==> config.mk <==
export PLATFORM = sky130hd
export DESIGN_NAME = wb_bus_matrix_flat
export DESIGN_NICKNAME = d
export VERILOG_FILES = /design/src/rtl/wb_bus_matrix_pkg.sv /design/src/rtl/wb_bus_matrix_if.sv /design/src/rtl/wb_rr_arbiter.sv /design/src/rtl/wb_bus_matrix.sv /design/src/flat_wrapper.sv
export SDC_FILE = /design/constraint.sdc
export NUM_CORES = 1
export LEC_CHECK = 0
export CAP_MARGIN = 20
export CORE_AREA = 2 2 335 337
export CTS_CLUSTER_DIAMETER = 60
export DETAILED_ROUTE_END_ITERATION = 16
export DIE_AREA = 0 0 337 339
export PLACE_DENSITY = 0.37
export SLEW_MARGIN = 25
export SYNTH_ARGS = -nofsm -noshare
export SYNTH_HDL_FRONTEND = slang
export SYNTH_SLANG_ARGS = --single-unit
==> constraint.sdc <==
create_clock -name i_clk -period 2.1 [get_ports i_clk]
set_input_delay 0.42 -clock i_clk [delete_from_list [all_inputs] [get_ports i_clk]]
set_output_delay 0.42 -clock i_clk [all_outputs]
set_load 0.1 [all_outputs]
==> src/rtl/wb_bus_matrix_pkg.sv <==
// Shared Wishbone field layout, widths and interconnect FSM encodings.
// Latency: none (declarations only).
// Backpressure: none (declarations only).
package wb_bus_matrix_pkg;

  localparam int WB_ADR_W = 32;
  localparam int WB_DAT_W = 32;
  localparam int WB_SEL_W = 4;

  // Request word {rsvd, adr, dat, sel, we, cyc, stb}; bit 71 is a spare bit.
  localparam int M2S_W   = 72;
  localparam int M2S_STB = 0;
  localparam int M2S_CYC = 1;
  localparam int M2S_WE  = 2;
  localparam int M2S_SEL = 3;
  localparam int M2S_DAT = M2S_SEL + WB_SEL_W;
  localparam int M2S_ADR = M2S_DAT + WB_DAT_W;

  // Response word {dat, ack, err}.
  localparam int S2M_W   = 34;
  localparam int S2M_ERR = 0;
  localparam int S2M_ACK = 1;
  localparam int S2M_DAT = 2;

  typedef struct packed {
    logic                rsvd;
    logic [WB_ADR_W-1:0] adr;
    logic [WB_DAT_W-1:0] dat;
    logic [WB_SEL_W-1:0] sel;
    logic                we;
    logic                cyc;
    logic                stb;
  } m2s_t;

  typedef struct packed {
    logic [WB_DAT_W-1:0] dat;
    logic                ack;
    logic                err;
  } s2m_t;

  typedef enum logic [1:0] {
    ST_IDLE = 2'd0,
    ST_BUSY = 2'd1,
    ST_ERR  = 2'd2
  } state_e;

endpackage

==> src/rtl/wb_bus_matrix_if.sv <==
// Bundled request/response buses between masters, the matrix and slaves.
// Latency: none (wiring only).
// Backpressure: none here; Wishbone ack/err carried inside the response words.
interface wb_bus_matrix_if #(
  parameter int N_MST = 2,
  parameter int N_SLV = 6
);
  import wb_bus_matrix_pkg::*;

  logic [N_MST*M2S_W-1:0] i_m2s_wb;  // master requests into the matrix
  logic [N_MST*S2M_W-1:0] o_s2m_wb;  // responses back to masters
  logic [N_SLV*M2S_W-1:0] o_m2s_wb;  // requests out to slaves
  logic [N_SLV*S2M_W-1:0] i_s2m_wb;  // slave responses into the matrix

  // Seen from the interconnect.
  modport slave (
    input  i_m2s_wb,
    output o_s2m_wb,
    output o_m2s_wb,
    input  i_s2m_wb
  );

  // Seen from the masters/slaves surrounding the interconnect.
  modport master (
    output i_m2s_wb,
    input  o_s2m_wb,
    input  o_m2s_wb,
    output i_s2m_wb
  );

endinterface

==> src/rtl/wb_rr_arbiter.sv <==
// Round-robin arbiter: combinational one-hot grant of first requester at/after pointer.
// Latency: grant is combinational; pointer moves on the edge where i_advance is high.
// Backpressure: none; caller decides when a grant is taken via i_advance.
module wb_rr_arbiter #(
  parameter int N = 2
) (
  input  logic         i_clk,
  input  logic         i_rstn,
  input  logic [N-1:0] i_req,
  input  logic         i_advance,
  output logic [N-1:0] o_gnt
);

  localparam int PTR_W = (N > 1) ? $clog2(N) : 1;

  logic [PTR_W-1:0] ptr_q;
  logic [PTR_W-1:0] ptr_d;
  logic             found;

  // Search upward from the pointer first, then wrap to the bottom.
  always_comb begin
    o_gnt = '0;
    ptr_d = ptr_q;
    found = 1'b0;
    for (int i = 0; i < N; i++) begin
      if (!found && i_req[i] && (i >= int'(ptr_q))) begin
        found    = 1'b1;
        o_gnt[i] = 1'b1;
        ptr_d    = (i == N - 1) ? '0 : PTR_W'(i + 1);
      end
    end
    for (int i = 0; i < N; i++) begin
      if (!found && i_req[i]) begin
        found    = 1'b1;
        o_gnt[i] = 1'b1;
        ptr_d    = (i == N - 1) ? '0 : PTR_W'(i + 1);
      end
    end
  end

  // Pointer steps past the winner only when the grant is actually taken.
  always_ff @(posedge i_clk or negedge i_rstn) begin
    if (!i_rstn) begin
      ptr_q <= '0;
    end else if (i_advance) begin
      ptr_q <= ptr_d;
    end
  end

endmodule

==> src/rtl/wb_bus_matrix.sv <==
// Shared-bus Wishbone interconnect: RR arbitration, address decode, ERR on miss/timeout.
// Latency: 1 clk arbitration, then zero-latency comb request/response routing.
// Backpressure: owner is held on the bus until it drops cyc; others wait for an IDLE cycle.
module wb_bus_matrix
  import wb_bus_matrix_pkg::*;
#(
  parameter int                   N_MST    = 2,
  parameter int                   N_SLV    = 6,
  parameter logic [N_SLV*32-1:0]  SLV_BASE = {N_SLV{32'h0}},
  parameter logic [N_SLV*32-1:0]  SLV_MASK = {N_SLV{32'hFFFF0000}},
  parameter int                   TIMEOUT  = 255
) (
  input  logic                  i_clk,
  input  logic                  i_rstn,
  wb_bus_matrix_if.slave        bus,
  output logic [N_MST-1:0]      o_grant,
  output logic                  o_bus_err
);

  localparam int                CNT_W    = (TIMEOUT > 0) ? $clog2(TIMEOUT + 1) : 1;
  localparam logic [CNT_W-1:0]  CNT_LAST = (TIMEOUT > 0) ? CNT_W'(TIMEOUT - 1) : '0;

  state_e            state_q;
  logic [N_MST-1:0]  grant_q;
  logic              bus_err_q;
  logic [CNT_W-1:0]  cnt_q;
  logic [CNT_W-1:0]  cnt_d;

  m2s_t              mst     [N_MST];
  s2m_t              slv     [N_SLV];
  m2s_t              slv_req [N_SLV];
  s2m_t              mst_rsp [N_MST];
  m2s_t              own;
  s2m_t              rsp;
  logic [N_MST-1:0]  req;
  logic [N_MST-1:0]  arb_gnt;
  logic              arb_adv;
  logic [N_SLV-1:0]  hit_oh;
  logic              hit;
  logic              busy;
  logic              to_hit;

  for (genvar j = 0; j < N_MST; j++) begin : g_mst
    assign mst[j] = m2s_t'(bus.i_m2s_wb[M2S_W*j +: M2S_W]);
    assign req[j] = mst[j].cyc;
    assign bus.o_s2m_wb[S2M_W*j +: S2M_W] = mst_rsp[j];
  end

  for (genvar k = 0; k < N_SLV; k++) begin : g_slv
    assign slv[k] = s2m_t'(bus.i_s2m_wb[S2M_W*k +: S2M_W]);
    assign bus.o_m2s_wb[M2S_W*k +: M2S_W] = slv_req[k];
  end

  assign busy    = (state_q == ST_BUSY);
  assign arb_adv = (state_q == ST_IDLE) && (|req);

  wb_rr_arbiter #(.N(N_MST)) u_arb (
    .i_clk     (i_clk),
    .i_rstn    (i_rstn),
    .i_req     (req),
    .i_advance (arb_adv),
    .o_gnt     (arb_gnt)
  );

  // Select the current owner's request (grant is one-hot or zero).
  always_comb begin
    own = '0;
    for (int j = 0; j < N_MST; j++) begin
      if (grant_q[j]) own = mst[j];
    end
  end

  // Address decode on the owner's address; lowest slave index wins overlaps.
  always_comb begin
    hit_oh = '0;
    hit    = 1'b0;
    for (int k = 0; k < N_SLV; k++) begin
      if (!hit && ((own.adr & SLV_MASK[32*k +: 32]) == SLV_BASE[32*k +: 32])) begin
        hit_oh[k] = 1'b1;
        hit       = 1'b1;
      end
    end
  end

  // Broadcast adr/dat/sel/we; only the decoded slave gets cyc/stb, and only while BUSY.
  always_comb begin
    for (int k = 0; k < N_SLV; k++) begin
      slv_req[k]     = own;
      slv_req[k].cyc = own.cyc & hit_oh[k] & busy;
      slv_req[k].stb = own.stb & hit_oh[k] & busy;
    end
  end

  // Route the decoded slave's response back; ERR state injects the error response.
  always_comb begin
    rsp = '0;
    for (int k = 0; k < N_SLV; k++) begin
      if (hit_oh[k]) rsp = slv[k];
    end
    for (int j = 0; j < N_MST; j++) begin
      mst_rsp[j] = '0;
      if (grant_q[j]) begin
        if (busy) begin
          mst_rsp[j] = rsp;
        end else if (state_q == ST_ERR) begin
          mst_rsp[j].err = 1'b1;
        end
      end
    end
  end

  // Hang watchdog: counts unanswered strobe cycles, saturating at the last allowed cycle.
  always_comb begin
    to_hit = (TIMEOUT > 0) && (cnt_q == CNT_LAST) && own.stb && !rsp.ack && !rsp.err;
    cnt_d  = cnt_q;
    if (!busy || !own.stb || rsp.ack || rsp.err) begin
      cnt_d = '0;
    end else if (cnt_q != CNT_LAST) begin
      cnt_d = cnt_q + 1'b1;
    end
  end

  // Bus ownership FSM with registered grant, error pulse and timeout count.
  always_ff @(posedge i_clk or negedge i_rstn) begin
    if (!i_rstn) begin
      state_q   <= ST_IDLE;
      grant_q   <= '0;
      bus_err_q <= 1'b0;
      cnt_q     <= '0;
    end else begin
      bus_err_q <= 1'b0;
      cnt_q     <= cnt_d;
      case (state_q)
        ST_IDLE: begin
          if (|req) begin
            state_q <= ST_BUSY;
            grant_q <= arb_gnt;
          end
        end
        ST_BUSY: begin
          if (!own.cyc) begin
            state_q <= ST_IDLE;
            grant_q <= '0;
          end else if (own.stb && (!hit || to_hit)) begin
            state_q   <= ST_ERR;
            bus_err_q <= 1'b1;
          end
        end
        ST_ERR: begin
          if (own.cyc) begin
            state_q <= ST_BUSY;
          end else begin
            state_q <= ST_IDLE;
            grant_q <= '0;
          end
        end
        default: begin
          state_q <= ST_IDLE;
          grant_q <= '0;
        end
      endcase
    end
  end

  assign o_grant   = grant_q;
  assign o_bus_err = bus_err_q;

endmodule
==> src/flat_wrapper.sv <==
// flat-port wrapper written by rule: the top's interface ports become plain ports
module wb_bus_matrix_flat import wb_bus_matrix_pkg::*;
#(
  parameter int                   N_MST    = 2,
  parameter int                   N_SLV    = 6,
  parameter logic [N_SLV*32-1:0]  SLV_BASE = {N_SLV{32'h0}},
  parameter logic [N_SLV*32-1:0]  SLV_MASK = {N_SLV{32'hFFFF0000}},
  parameter int                   TIMEOUT  = 255
)
  (i_clk, i_rstn, o_grant, o_bus_err, bus_i_m2s_wb, bus_o_s2m_wb, bus_o_m2s_wb, bus_i_s2m_wb);
  wb_bus_matrix_if #(.N_MST(N_MST), .N_SLV(N_SLV)) bus_i ();
  input  logic i_clk;
  input  logic i_rstn;
  output logic [N_MST-1:0] o_grant;
  output logic o_bus_err;
  input wire logic [$bits(bus_i.i_m2s_wb)-1:0] bus_i_m2s_wb;
  output wire logic [$bits(bus_i.o_s2m_wb)-1:0] bus_o_s2m_wb;
  output wire logic [$bits(bus_i.o_m2s_wb)-1:0] bus_o_m2s_wb;
  input wire logic [$bits(bus_i.i_s2m_wb)-1:0] bus_i_s2m_wb;
  assign bus_i.i_m2s_wb = bus_i_m2s_wb;
  assign bus_o_s2m_wb = bus_i.o_s2m_wb;
  assign bus_o_m2s_wb = bus_i.o_m2s_wb;
  assign bus_i.i_s2m_wb = bus_i_s2m_wb;
  wb_bus_matrix #(.N_MST(N_MST), .N_SLV(N_SLV), .SLV_BASE(SLV_BASE), .SLV_MASK(SLV_MASK), .TIMEOUT(TIMEOUT)) u_core (.i_clk(i_clk), .i_rstn(i_rstn), .bus(bus_i), .o_grant(o_grant), .o_bus_err(o_bus_err));
endmodule
==> results.sh <==
export IMPL_drt_pass1_iterations=4
export IMPL_dp_hpwl_um=40100
export IMPL_worstSetupEndpointType="output pin"
export IMPL_rows=122
export IMPL_io_pins=853
export IMPL_area_delta_synth_final_pct=290
export IMPL_status="finished, violations left"
export IMPL_path_buf_inv=5
export IMPL_fin_nets=1424
export IMPL_syn_inst=627
export IMPL_setup_slack_ns=-0.835
export IMPL_fp_dieW_um=337
export IMPL_diodes=0
export IMPL_yosysSeqAreaShare_pct=7.34
export IMPL_drc_errors=0
export IMPL_layout_drive_gt1_share_pct=76.1
export IMPL_cts_tree="built"
export IMPL_ys_ff_latch=14
export IMPL_grt_pass1_wl_um=59800
export IMPL_crit_chain="clkdlybuf4s15_1 -> nor4_4 -> buf_4 -> nand4_1 -> a22oi_4 -> and3_4 -> buf_12 -> buf_16 -> and2_4 -> buf_12"
export IMPL_path_class="input port to output pin"
export IMPL_vias=5834
export IMPL_cp_max_fo=8
export IMPL_drt_wl_total_um=45500
export IMPL_synth_edff_count=0
export IMPL_period_minus_slack_ns=2.93
export IMPL_crit_path_frequent_cell="buf_12"
export IMPL_ys_warn_count=0
export IMPL_numCtsBuffers=3
export IMPL_syn_avg_cell_area_um2=7.61
export IMPL_cts_sinks=14
export IMPL_max_stage_delay_ns=0.32
export IMPL_htree_levels=1
export IMPL_grt_usage_pct=7.59
export IMPL_post_route_cell_area_mm2=0.0186
export IMPL_dr_first_iter_drc_count=132
export IMPL_arrival_ns=2.51
export IMPL_clkTransAtPathRegs_ns=0.05
export IMPL_die_area_mm2=0.114
export IMPL_start_util_pct=4.32
export IMPL_violations="setup timing"
export IMPL_worst_pin_slew_ns=0.713
export IMPL_skew_ns=0.00268
export IMPL_hold_buffers=0
export IMPL_insertion_delay_ns=0.24
export IMPL_grt_max_degree=34
export IMPL_routed_via_density=2.28
export IMPL_crit_slowest_cell="nand4_1"
export IMPL_hold_path_class="register to register"
export IMPL_regToRegSetupSlack_ns=0.03
export IMPL_relSlewSlack_pct=52.3
export IMPL_max_freq_mhz=341
export IMPL_setup_viol=484
export IMPL_overflow=0
export IMPL_grt_pass1_vias=6659
export IMPL_ys_types=35
export IMPL_final_hold_viol_count=0
export IMPL_syn_area_mm2=0.00477
export IMPL_cp_top_family="simple AND/OR/NAND/NOR gates"
export IMPL_synth_flop_cell="dfrtp_1"
export IMPL_core_mm2=0.110
export IMPL_io_buffers=672
export IMPL_root_buffer="clkbuf_16"
export IMPL_die_h_um=339
export IMPL_clk_path_buf_depth=2
export IMPL_postRouteAntennaNets=0
export IMPL_slew_violations=0
export IMPL_max_cap_violations=0
export IMPL_place_gp_congestion=0.748
export IMPL_critPathLaunchType="input port"
export IMPL_rsz0062_at_grt="true"
export IMPL_place_area_mm2=0.0175
export IMPL_async_reset_ff_share_pct=100
export IMPL_antenna_found_initial=4
export IMPL_finalCritPeriodShare_pct=140
export IMPL_wl_per_cell_um=17.8
export IMPL_cp_data_required_time_ns=1.68
path summary, 6_finish.rpt:
path                       depth (start not counted)                              to                      startpoint
max                                               10                 bus_o_s2m_wb[7]                bus_i_m2s_wb[58]
min                                                1  u_core.u_arb.ptr_q$_DFFE_PN0P_  u_core.u_arb.ptr_q$_DFFE_PN0P_
max reg2reg                                        7   u_core.state_q[0]$_DFFE_PN0P_   u_core.o_grant[1]$_DFFE_PN0P_
min reg2reg                                        1  u_core.u_arb.ptr_q$_DFFE_PN0P_  u_core.u_arb.ptr_q$_DFFE_PN0P_
max in group asynchronous                          1   u_core.o_grant[0]$_DFFE_PN0P_                          i_rstn
min in group asynchronous                          1      u_core.o_bus_err$_DFF_PN0_                          i_rstn
flip-flops by register name, indices dropped and copies added (netlist names):
signal	cells
u_core.cnt_q	8
u_core.o_bus_err	1
u_core.o_grant	2
u_core.state_q	2
u_core.u_arb.ptr_q	1
synth_stat cells (2+ instances only):
cell type / count / area (um^2)
a211oi_1: 2 / 15.0
inv_1: 6 / 22.5
nand2_1: 10 / 37.5
buf_4: 360 / 2700
ha_1: 6 / 75.1
and3_1: 4 / 25.0
buf_1: 4 / 15.0
o21ai_0: 7 / 35.0
a22o_1: 72 / 631
clkbuf_1: 14 / 52.6
xor2_1: 2 / 17.5
a21oi_1: 3 / 15.0
xnor2_1: 2 / 17.5
a2111o_1: 2 / 22.5
dfrtp_1: 14 / 350
nor2_1: 10 / 37.5
nand4_1: 8 / 50.1
nor2b_1: 2 / 12.5
nor4_1: 8 / 50.1
nand2b_1: 2 / 12.5
clkbuf_2: 3 / 15.0
nand3_1: 3 / 15.0
and2_1: 69 / 432
or2_2: 3 / 18.8
worst register-to-register path: cells and delay by family, from the launching register on:
| kind | cells | cell delay, ns |
|---|---|---|
| AOI/OAI and AO/OA | 1 | 0.23 |
| buffers and inverters | 3 | 0.46 |
| DFF | 1 | 0.50 |
| and+or+nand+nor | 3 | 0.81 |
stage by stage:
stage | hold slack, ns | std cells | TNS [ns] | setup WS [ns] | utilization [%]
floorplan | 0.124 | 636 | -124.96 | -0.521 | -
global placement | 0.501 | 2532 | -113.95 | -1.65 | 15.9
detailed placement | 0.525 | 2532 | -110.64 | -1.57 | 15.9
CTS | 0.535 | 2564 | -151.65 | -0.932 | 17.0
global route | 0.588 | 2555 | -130.11 | -0.927 | 16.8
finish | 0.529 | 2555 | -100.06 | -0.835 | 16.8
metal layers:
layer | share of wire (%) | up-vias | global-route usage, %
met3 | 9.5 | 18 | 2.38
met1 | 40 | 2763 | 9.23
li1 | - | 2601 | -
met2 | 49 | 448 | 13.4
met4 | 0.82 | 4 | 0.651
met5 | 0.059 | - | 0
cells by family after synthesis:
family | after synthesis | share of synthesized area, %
other | 1 | 0.0786
AOI/OAI and AO/OA | 92 | 16.3
buffers and inverters | 388 | 59.0
and+or+nand+nor | 122 | 15.0
adders and majority gates | 6 | 1.57
DFF | 14 | 7.34
xor gates and xnor gates | 4 | 0.734
cell type report:
type / instances / area (um^2)
fillers: 12120 / 91800
repair buffers: 809 / 13700
multi-input cells: 234 / 2570
well taps: 1488 / 1860
flip-flops and latches: 14 / 358
clock buffers: 4 / 78.8
inverters: 6 / 22.5
cell usage in the layout, fill, tap and decap left out, drive strengths merged, types with 2 or more instances in the layout:
cell / synthesis / layout
and3: 4 / 4
nor2b: 2 / 2
a22o: 72 / 72
nand3: 3 / 3
dlygate4sd2: 0 / 4
clkdlybuf4s15: 0 / 11
nor2: 10 / 10
a21oi: 3 / 3
ha: 6 / 6
and2: 70 / 70
nand2: 10 / 10
nand4: 8 / 8
xnor2: 2 / 2
buf: 365 / 647
a22oi: 2 / 2
nor4: 8 / 8
inv: 6 / 6
or2: 3 / 3
nand2b: 2 / 2
clkbuf: 17 / 4
a211oi: 2 / 2
o21ai: 7 / 7
dfrtp: 14 / 14
a2111o: 2 / 2
xor2: 2 / 2
clkdlybuf4s50: 0 / 147
conb: 1 / 10
repair_timing:
item | in CTS | in global routing
endpoints found under the setup margin | 501 | 498
buffers inserted | 25 | 5
gates cloned | 12 | 0
gates resized for setup | 267 | 27
pin swaps | 58 | 27
Power is left out: the tool's default activity adds up to more than one toggle a clock period on the data nets, which glitch-free logic cannot reach.
